==> src/rtl/multu_hilo.sv <==
// multu_hilo: sequential unsigned shift-add multiplier (one bit per clock)
// feeding the architectural HI/LO register pair, with a combinational
// HI/LO read port for MFHI/MFLO.
//
// Handshake: Start is a request sampled on a rising Clk edge; it is taken
// only in IDLE or DONE (no backpressure signal, Start in MUL is dropped).
// Busy is high for the WIDTH cycles of iteration, Done pulses for one cycle
// once HI/LO hold the new product. Busy and Done are never high together.
module multu_hilo #(
  parameter int WIDTH = 32
) (
  input  logic             Clk,
  input  logic             Reset_n,
  input  logic             Start,
  input  logic [WIDTH-1:0] dataA,
  input  logic [WIDTH-1:0] dataB,
  input  logic [1:0]       Sel,
  output logic [WIDTH-1:0] HiLoOut,
  output logic             Busy,
  output logic             Done,
  output logic [1:0]       state_dbg
);

  localparam int CW = (WIDTH > 1) ? $clog2(WIDTH) : 1;
  localparam logic [CW-1:0] LAST = CW'(WIDTH - 1);

  typedef enum logic [1:0] {
    IDLE = 2'b00,
    MUL  = 2'b01,
    DONE = 2'b10
  } state_t;

  state_t           state;
  logic [WIDTH-1:0] a_reg;
  logic [WIDTH-1:0] p_hi;
  logic [WIDTH-1:0] p_lo;
  logic [CW-1:0]    count;
  logic [WIDTH-1:0] hi;
  logic [WIDTH-1:0] lo;
  logic [WIDTH:0]   sum;

  // Partial-product add for this step; the carry bit shifts into P_hi MSB.
  always_comb begin
    sum = {1'b0, p_hi} + (p_lo[0] ? {1'b0, a_reg} : {(WIDTH+1){1'b0}});
  end

  // Control FSM plus datapath: accept, iterate, commit to HI/LO.
  always_ff @(posedge Clk or negedge Reset_n) begin
    if (!Reset_n) begin
      state <= IDLE;
      a_reg <= '0;
      p_hi  <= '0;
      p_lo  <= '0;
      count <= '0;
      hi    <= '0;
      lo    <= '0;
    end else begin
      case (state)
        IDLE, DONE: begin
          // DONE accepts Start exactly like IDLE so MULTUs can run back to back.
          if (Start) begin
            a_reg <= dataA;
            p_lo  <= dataB;
            p_hi  <= '0;
            count <= '0;
            state <= MUL;
          end else begin
            state <= IDLE;
          end
        end
        MUL: begin
          p_hi  <= sum[WIDTH:1];
          p_lo  <= {sum[0], p_lo[WIDTH-1:1]};
          count <= count + 1'b1;
          if (count == LAST) begin
            // Commit the finished product on the same edge as the last step.
            hi    <= sum[WIDTH:1];
            lo    <= {sum[0], p_lo[WIDTH-1:1]};
            state <= DONE;
          end
        end
        default: state <= IDLE;
      endcase
    end
  end

  // Status decoded straight from the state register.
  always_comb begin
    Busy      = (state == MUL);
    Done      = (state == DONE);
    state_dbg = state;
  end

  // MFHI/MFLO read path: 01 = HI, 10 = LO, anything else reads zero.
  always_comb begin
    HiLoOut = '0;
    case (Sel)
      2'b01:   HiLoOut = hi;
      2'b10:   HiLoOut = lo;
      default: HiLoOut = '0;
    endcase
  end

endmodule

==> config.mk <==
export PLATFORM = sky130hd
export DESIGN_NAME = multu_hilo
export DESIGN_NICKNAME = d
export VERILOG_FILES = /design/src/rtl/multu_hilo.sv
export SDC_FILE = /design/constraint.sdc
export NUM_CORES = 1
export LEC_CHECK = 0
export CAP_MARGIN = 20
export CORE_UTILIZATION = 40
export CTS_CLUSTER_SIZE = 14
export DETAILED_ROUTE_END_ITERATION = 10
export GPL_TIMING_DRIVEN = 0
export PLACE_DENSITY_LB_ADDON = 0.3
export SLEW_MARGIN = 30
export SYNTH_ARGS = -nofsm -noshare
export SYNTH_HDL_FRONTEND = slang
export SYNTH_SLANG_ARGS = --single-unit
==> constraint.sdc <==
create_clock -name Clk -period 3.6 [get_ports Clk]
set_clock_uncertainty 0.1 [all_clocks]
set_input_delay 0.36 -clock Clk [delete_from_list [all_inputs] [get_ports Clk]]
set_output_delay 0.36 -clock Clk [all_outputs]
set_load 0.005 [all_outputs]
==> impl_metrics.yaml, run 1 <==
clocking:
  cts.sinks: 167
  htreeDepth: 4
  cts_tree: "done"
  cts-buffers-inserted: 17
  clk_pin_slew_ps: 70
  cts.path.max_buffers: 2
  clk_latency_ps: 440
  cts_root_buf: "clkbuf_16"
flow_run:
  max_cap_viol_count: 0
final_layout:
  final_util: 0.5029
  antenna_cells: 0
  synthToLayoutAreaGrowth_pct: 23.27
  final_cell_mix: "314 x nand2_1, 167 x dfrtp_1, 103 x clkdlybuf4s50_1"
  ff_latch_area_um2: 4179
  final_common_cell: "nand2_1"
  fillCellCount: 2103
  drive_gt1_frac: 0.07336
  multiInputGateArea_um2: 4441
  nNetsFinal: 1238
floorplanning:
  start_util: 0.4080
  rows: 54
  dieArea_um2: 22930
  fp.coreArea_um2: 21890
  die_h_um: 151.4
  fp.dieW_um: 151.4
  ioPinCount: 105
detailed_routing:
  ant_nets: 0
  drc_errors: 0
  drt_first_pass_iters: 5
  wl_per_cell_um: 17.77
  drt_wl_total_mm: 25.33
  drt_iter0_markers: 408
  vias: 7803
  vias_per_cell: 5.476
placed_design:
  dp_hpwl_mm: 18.82
  port_buffers: 104
  place_congestion: 0.8898
  post-place-ws_ps: 191.3
grt:
  gr-total-overflow: 0
  grt_antenna_before_repair: 0
  grt_use_total: 0.2337
  grt_pass1_vias: 7641
  grt_pass1_wl_mm: 40.49
  grt_max_degree: 78
worst_setup_path:
  cp_max_fo: 10
  critPathRequiredTime_ps: 3140
  critical_path_class: "reg -> out"
  worstSetupStartpointType: "flip-flop"
  crit_arrival_ps: 2840
  crit_path_end_kind: "output port"
power_and_ir_drop:
  share_seq_of_total_power: 0.335
  switching_share: 0.4208
  pwr-share-comb: 0.468
  p_clk_frac: 0.197
  power_leakage_nw: 5.085
  p_per_area_nw_per_um2: 902.4
  finalPower_mw: 9.935
  p_sw_mw: 4.180
  vdd_ir_drop_max_v: 0.0003817
  p_int_mw: 5.755
yosys:
  async_flop_share: 1.000
  syn_inst: 1006
  synthesis.area_um2: 8931
  synth_cell_types: 57
  ys_ff_latch: 167
  synth.net_count: 1112
  yosysSeqAreaShare: 0.4679
  ys.flop_type: "dfrtp_1"
  synth_warnings: 0
  syn_avg_cell_area_um2: 8.878
  synth_edf_count: 0
timing:
  fmax_ghz: 0.3033
  grt_setup_unrepaired: "no"
  fin_tns_setup_ps: 0
  final_hold_viol_count: 0
  fin_crit_sh: 0.9160
  slew_viol_final: 0
  whs_ps: 297.8
  fin_crit_ps: 3297
  slew_headroom: 0.3716
  tightest_slew_ps: 942.6
  timing.final.ws_setup_ps: 302.5
  setup_viol_count_final: 0
worst_hold_path:
  hold_class: "in -> async"
status:
  status: "finished, final reports clean"
area by class of cell:
class	count	area share
Buffer	61	0.02307
Inverter	16	0.005455
Tap cell	280	0.03182
Sequential cell	167	0.3796
Multi-Input combinational cell	762	0.4033
Clock buffer	18	0.03898
Timing Repair Buffer	107	0.1009
Clock inverter	14	0.01682
worst max-delay path, cell delays in order, from the launching register on:
cell             delay, ps
dfrtp_1                410
nand2b_1               150
clkbuf_1               200
inv_1                  130
clkbuf_1               540
clkbuf_2               390
clkdlybuf4s50_1        580
stage by stage:
| stage | std cells | area, um2 |
|---|---|---|
| after floorplan | 1006 | 8931 |
| after global placement | 1390 | 10320 |
| after detailed placement | 1392 | 10380 |
| after CTS | 1425 | 11010 |
| after global routing | 1425 | 11010 |
| final | 1425 | 11010 |
worst paths after layout:
path,from,endpoint,slack [ps],depth (start not counted)
setup / recovery,state_dbg[1]$_DFFE_PN0P_,Busy,300,6
hold / removal,Reset_n,p_lo[26]$_DFFE_PN0P_,300,2
setup reg to reg,p_lo[0]$_DFFE_PN0P_,p_hi[25]$_DFFE_PN0P_,360,10
hold reg to reg,a_reg[23]$_DFFE_PN0P_,a_reg[23]$_DFFE_PN0P_,370,2
max in group asynchronous,Reset_n,a_reg[2]$_DFFE_PN0P_,2400,3
min in group Clk,dataA[27],a_reg[27]$_DFFE_PN0P_,350,3
synthesized netlist by cell type (all sizes together) (3+ instances only):
library cell,number,share of area
a22o,21,0.021
o211ai,6,0.0050
o31ai,8,0.0073
nand4,17,0.012
nor3,6,0.0034
inv,16,0.0067
a21o,7,0.0059
or4,3,0.0025
nand2,314,0.13
mux2,17,0.021
o21ai,37,0.021
o21bai,4,0.0034
a31o,4,0.0039
a22oi,66,0.055
nor2,61,0.026
and3,3,0.0021
xor2,8,0.0078
nand3,13,0.0073
a21oi,41,0.026
clkbuf,43,0.018
dfrtp,167,0.47
xnor2,14,0.014
o21a,7,0.0059
and2,34,0.024
or3,3,0.0021
ha,36,0.050
buf,18,0.0099
nor2b,5,0.0035
logic make-up after synthesis:
logic type	synth area share
fa+ha+maj	0.05268
buf+inv	0.03488
compound gates	0.1795
xor+xnor	0.02158
flops	0.4679
mux	0.02368
simple gates	0.2198
repair_timing:
item / CTS / global route
endpoints found under the hold margin: 38 / 0
resized for setup: 0 / 4
hold buffers: 1 / 0
buffers inserted: 0 / 0
endpoints found under the setup margin: 0 / 2
routing by layer:
| metal | vias up | global-route usage | share of wire |
|---|---|---|---|
| met4 | 0 | 0.07650 | 0.026 |
| met3 | 53 | 0.04006 | 0.050 |
| met1 | 3813 | 0.3180 | 0.45 |
| li1 | 3716 | - | - |
| met5 | - | 0 | 0 |
| met2 | 221 | 0.3760 | 0.47 |
power by group through the flow:
stage	clock network [mW]	logic, mW	registers, mW
4_1_cts	1.98	4.64	3.33
3_5_place_dp	0	4.61	3.35
2_1_floorplan	0	3.32	3.16
3_3_place_gp	0	4.50	3.33
6_report	1.96	4.65	3.32
5_1_grt	2.06	5.18	3.42
(Power assumes the default switching activity.)
==> inputs of run 2 (changes only) <==
CORE_MARGIN = 1   (was unset)
CORE_UTILIZATION = 57   (was 40)
==> run 2 against run 1 <==
  * Worst hold slack improved by 43 ps
  * Total power shrank 1.4%
  * Non-clock buffer count fell by 2
  * Global-route usage increased by 8.0 points
  * Largest cell class unchanged
  * Flip-flop and latch count unchanged
  * Largest power group unchanged
==> impl_metrics.yaml, run 2 (synthesized netlist as in run 1, its figures left out) <==
final_layout:
  ff_latch_area_um2: 4179
  antenna_cells: 0
  drive_gt1_frac: 0.07262
  final_common_cell: "nand2_1"
  multiInputGateArea_um2: 4448
  fillCellCount: 1211
  final_util: 0.7118
  synthToLayoutAreaGrowth_pct: 21.60
  final_cell_mix: "314 x nand2_1, 167 x dfrtp_1, 103 x clkdlybuf4s50_1"
  nNetsFinal: 1236
worst_hold_path:
  hold_class: "in -> reg"
worst_setup_path:
  critPathRequiredTime_ps: 3820
  path_delay_family: "compound AO/OA/AOI/OAI gates"
  critPathSlowestCell: "dfrtp_1"
  cp_cell_sequence: "clkbuf_1, nand2_1, fa_1, nor2b_1, o211a_1, o21ai_1, nor2b_1, o31ai_1, xor2_1, mux2_2"
  crit_buf_inv: 1
  slowest_delay_ps: 510
  crit_top_cell: "nor2b_1"
  crit_arrival_ps: 3550
  crit_path_end_kind: "flip-flop"
  cp_max_fo: 10
  critical_path_class: "reg -> reg"
  worstSetupStartpointType: "flip-flop"
power_and_ir_drop:
  finalPower_mw: 9.793
  p_per_area_nw_per_um2: 901.7
  vdd_ir_drop_max_v: 0.0004941
  power_leakage_nw: 5.049
floorplanning:
  fp.dieW_um: 127.2
  fp.coreArea_um2: 15260
  ioPinCount: 105
  die_h_um: 127.2
  dieArea_um2: 16170
  start_util: 0.5853
  rows: 45
timing:
  grt_setup_unrepaired: "no"
  tightest_slew_ps: 928.1
  fin_crit_ps: 3334
  final_hold_viol_count: 0
  fin_crit_sh: 0.9261
  slew_viol_final: 0
  slew_headroom: 0.3813
  fmax_ghz: 0.2999
  setup_viol_count_final: 0
clocking:
  htreeDepth: 4
  cts-buffers-inserted: 17
  cts.path.max_buffers: 2
  clk_pin_slew_ps: 70
  cts.sinks: 167
  cts_root_buf: "clkbuf_16"
  cts_tree: "done"
  clk_latency_ps: 440
grt:
  grt_antenna_before_repair: 0
  grt_use_total: 0.3140
  grt_pass1_vias: 7686
  busiest_layer: "met2"
  gr-usage-met2: 0.5129
  grtUsageMet3: 0.06784
  met1_usage: 0.4130
  grt_max_degree: 88
  gr-total-overflow: 0
  grt_pass1_wl_mm: 39.09
detailed_routing:
  wl_per_cell_um: 17.89
  vias_per_cell: 5.859
  vias: 7933
  drc_errors: 0
  drt_first_pass_iters: 6
  drt_iter0_markers: 596
  drt_wl_total_mm: 24.23
  ant_nets: 0
placed_design:
  dp_hpwl_mm: 17.63
  port_buffers: 104
  place_congestion: 0.9364
status:
  status: "finished, final reports clean"
flow_run:
  max_cap_viol_count: 0
## run 2: cell type report
| type | instances | share of cell area |
|---|---|---|
| timing repair buffer | 106 | 0.09977 |
| clock buffer | 17 | 0.03917 |
| buffer | 60 | 0.02281 |
| inverter | 16 | 0.005530 |
| clock inverter | 15 | 0.01406 |
| multi-input combinational | 762 | 0.4096 |
| tap | 211 | 0.02431 |
| sequential | 167 | 0.3848 |
## run 2: worst register-to-register path, stage by stage, from the launching register on
cell and delay (ps):
dfrtp_1 510, clkbuf_1 390, nand2_1 170, fa_1 480, nor2b_1 200, o211a_1 210, o21ai_1 140, nor2b_1 200
o31ai_1 340, xor2_1 190, mux2_2 300
## run 2: where the power goes
group,internal [mW],switching [mW]
combinational,1.87,2.78
sequential,2.77,0.577
clock,0.925,0.871
## run 2: worst paths after layout
kind	to	startpoint	slack [ps]	depth (start not counted)
worst max-delay path	hi[19]$_DFFE_PN0P_	p_lo[0]$_DFFE_PN0P_	270	10
worst min-delay path	a_reg[31]$_DFFE_PN0P_	dataA[31]	340	3
worst max register to register	hi[19]$_DFFE_PN0P_	p_lo[0]$_DFFE_PN0P_	270	10
worst min register to register	a_reg[0]$_DFFE_PN0P_	a_reg[0]$_DFFE_PN0P_	370	2
max in group asynchronous	lo[31]$_DFFE_PN0P_	Reset_n	2120	3
min in group asynchronous	a_reg[4]$_DFFE_PN0P_	Reset_n	410	2
## run 2: layer usage
| metal | share of wire | up-vias |
|---|---|---|
| li1 | - | 3714 |
| met1 | 0.43 | 3868 |
| met2 | 0.48 | 300 |
| met3 | 0.060 | 51 |
| met4 | 0.027 | 0 |
| met5 | 0 | - |
## run 2: repair_timing
item | CTS | global route
setup buffers | 0 | 0
hold buffers | 1 | 0
endpoints found under the hold margin | 80 | 0
resized for setup | 0 | 1
endpoints found under the setup margin | 0 | 5
## run 2: through the flow
step           setup slack, ps  cells  TNS [ps]  area (um2)  hold slack (ps)
2_1_floorplan            990.7   1006         0        8931           -35.59
3_3_place_gp             -4705   1321   -782150       10240            352.3
3_5_place_dp             205.2   1322         0       10270            295.1
4_1_cts                  185.4   1355         0       10860            340.2
5_1_grt                  99.93   1354         0       10860            350.6
6_report                 265.9   1354         0       10860            340.8
==> patch 1 (settings of run 2) <==
Make the reset (`Reset_n`) synchronous in one clocked block.
--- a/src/rtl/multu_hilo.sv
+++ b/src/rtl/multu_hilo.sv
@@ -46,5 +46,5 @@
 
   // Control FSM plus datapath: accept, iterate, commit to HI/LO.
-  always_ff @(posedge Clk or negedge Reset_n) begin
+  always_ff @(posedge Clk) begin
     if (!Reset_n) begin
       state <= IDLE;
Behaviour: differs if Reset_n is asserted again (counterexample within 4 cycles, from zero or initial values and one cycle with Reset_n low); with Reset_n held inactive, the same outputs for 10 cycles.
==> patch 1 against run 2 <==
  * Sequential cell count is the same
  * Cell area down 4.3%
  * Final cell count up 1.9%
  * Area after synthesis fell by 4.7%
  * Count of clock-buffer cells in the layout increased by 1
  * Worst setup slack got worse by 79 ps
  * Global-route usage is 0.72 points higher
  * Wire length shrank 0.81%
  * Synthesized cell count increased by 5.3%
  * Critical endpoint is now p_hi[29]$_SDFFE_PN0P_
  * Highest routed layer unchanged
Power is not compared: it rests on default switching activity, and its combinational part moved more than twofold at a synthesized area within 25%.
==> patch 1: results <==
[run_status]
outcome = "finished, final reports clean"

[timing]
period_needed_ps = 3410
worst_pin_slew_ps = 867

[logic_synthesis]
syn_inst = 1059
synth_compound_area_share_pct = 27.2
syn_nets = 1165
synth_area_leaders = "dfxtp_1 (39%), nand2_1 (10%), a21boi_0 (9.2%)"
synth_commonest_cells = "nand2_1 (230), dfxtp_1 (167), a21boi_0 (104)"
synth_seq_area_share_pct = 39.3
synthMuxAreaShare_pct = 0.235
synthAdderAreaFrac_pct = 5.53
synthArstFlopShare_pct = 0
synthFlopType = "dfxtp_1"
yosys.area_share.xor_xnor_pct = 2.57

[global_route]
grt_first_pass_wirelength_microns = 37600
grt_pass1_vias = 7564
grt_start_max_net_pins = 17
grt_usage_pct = 32.1

[place]
place_congestion = 0.920
dp.cells = 1347
dp_slack_ps = -260
postPlaceCellArea_sq_um = 9780
hpwl_microns = 17700

[hold_path]
hold_start = "p_hi[15]$_SDFFE_PN0P_"
min_to = "p_hi[15]$_SDFFE_PN0P_"
min_path_cells = 2
hold_class = "flop to flop"

[cells_and_area]
nFillCells = 1158
drive_above_1_share_pct = 3.68
syn_to_final_growth_pct = 22.2

[power_and_ir_drop]
p_leak_nw = 3.96
p_comb_share_pct = 8.9
clock_power_share_pct = 43.7
switching_share_pct = 26.0
total_power_mw = 4.08

[setup_path]
regToRegSetupSlack_ps = 190
max_stage_delay_ps = 480
rr_worst_depth = 12
worstPathArrival_ps = 3650
critical_path.slowest_cell = "dfxtp_1"
crit_start = "p_lo[0]$_SDFFE_PN0P_"

[routing]
via_count = 8121
first_iter_violations = 833
dr.pass1.iters = 5
routedWlPerCell_microns = 17.4
drt-total-wl_microns = 24000
-- patch 1: area by class of cell --
cell class                 instances  area share [%]
buffer                            77            2.90
clock buffer                      18            4.13
clock inverter                    14            1.35
inverter                          11           0.397
multi-input combinational        804            46.8
sequential                       167            32.2
tap                              184            2.22
timing repair buffer             105            10.1
-- patch 1: routing by layer --
metal | track usage, % | vias up | share of wire (%)
met1 | 41.2 | 3813 | 44
met4 | 10.7 | 0 | 2.0
met5 | 0 | - | 0
li1 | - | 3935 | -
met3 | 5.77 | 42 | 7.2
met2 | 54.1 | 331 | 47
-- patch 1: timing repair --
action / 4_1_cts / 5_1_grt
hold endpoints to repair: 0 / 0
endpoints found under the setup margin: 11 / 19
setup buffers: 0 / 1
hold buffers: 0 / 0
pin swaps: 1 / 1
gates resized for setup: 3 / 10
==> patch 2 (config.mk and constraints of run 2) <==
Without the edit above. Set the parameter `WIDTH` to 64 (it was 32).
--- a/src/rtl/multu_hilo.sv
+++ b/src/rtl/multu_hilo.sv
@@ -8,5 +8,5 @@
 // once HI/LO hold the new product. Busy and Done are never high together.
 module multu_hilo #(
-  parameter int WIDTH = 32
+  parameter int WIDTH = 64
 ) (
   input  logic             Clk,
Ports: changed (resized HiLoOut, dataA and dataB); port bits go from 105 to 201. The function was not compared with the original's and may differ.
==> patch 2 against run 2 <==
  * The flow now finishes with violations (setup timing)
  * Critical path type unchanged
  * Worst setup slack worse by 530 ps
  * Non-clock buffer count is 208 higher
  * Highest routed layer is now met5
  * Sequential cell count is 161 higher
  * Cell area is 110% higher
  * Synthesized cell count is 100% higher
  * Area after synthesis is 95% higher
  * Count of clock-buffer cells in the layout is 35 higher
  * Wire length is 130% higher
  * Sequential share of layout area is 2.6 points lower
  * Power is 94% higher
==> patch 2: results <==
[run_status]
outcome = "complete, but fails checks"
violations = "setup timing"

[power_and_ir_drop]
pg_seq_mw = 5.75
switchingPower_mw = 7.92
internal_power_mw = 11.1
clock_power_share_pct = 19.0
p_leak_nw = 10.8

[timing]
finalWorstSetupSlack_ps = -259
setup_viol = 30

[routing]
met3_length_microns = 4690
drt-total-wl_microns = 56800
first_iter_violations = 1468
via_count = 16500

[clock_network]
numCtsBuffers = 36
htree_levels = 2
clockBufferDepth = 3
clkLatencyLatePin_ps = 540

[logic_synthesis]
synth_seq_area_share_pct = 47.2
synthMuxAreaShare_pct = 0.799
avgSynthCellArea_sq_um = 8.55
syn_nets = 2234
yosys.area_share.xor_xnor_pct = 2.97

[global_route]
met3_usage_pct = 5.58
grt_first_pass_wirelength_microns = 87600
grt_start_max_net_pins = 89
grt_usage_pct = 36.4
use_met1_pct = 48.6
antenna_found_initial = 4
grt_util_met2_pct = 59.0

[setup_path]
critical_path.slowest_cell = "or4b_4"
rr_worst_depth = 15
r2r_end = "hi[48]$_DFFE_PN0P_"

[place]
io_buffers = 200
place_congestion = 0.948
hpwl_microns = 40300

[cells_and_area]
nFillCells = 2062
fin_nets = 2517

[hold_path]
hold_class = "input pin to async pin"
## patch 2: changes by cell type after synthesis, sizes merged, moves of 36 or more
cell / change
and2: +36
nor2: +55
a22oi: +62
clkbuf: +71
a22o: +39
dfrtp: +161
nand2: +412
## patch 2: through the flow
step                util (%)  hold WS [ps]  cell area (sq um)  setup TNS, ps  setup slack [ps]
finish                  76.8           240              22900          -3070              -259
CTS                     74.6           243              22200          -1760              -172
global route            76.8           262              22900          -6010              -284
global placement        66.7           351              19900       -3890890            -11740
detailed placement      67.1           198              20000         -58590             -1450
floorplan                  -         -35.6              17400              0              57.2
## patch 2: layout make-up
class / instances / area share (%)
tap: 390 / 2.13
multi-input combinational: 1558 / 43.2
buffer: 114 / 2.18
antenna: 3 / 0.0328
inverter: 18 / 0.295
timing repair buffer: 260 / 11.4
sequential: 328 / 35.9
clock inverter: 12 / 0.525
clock buffer: 52 / 4.42
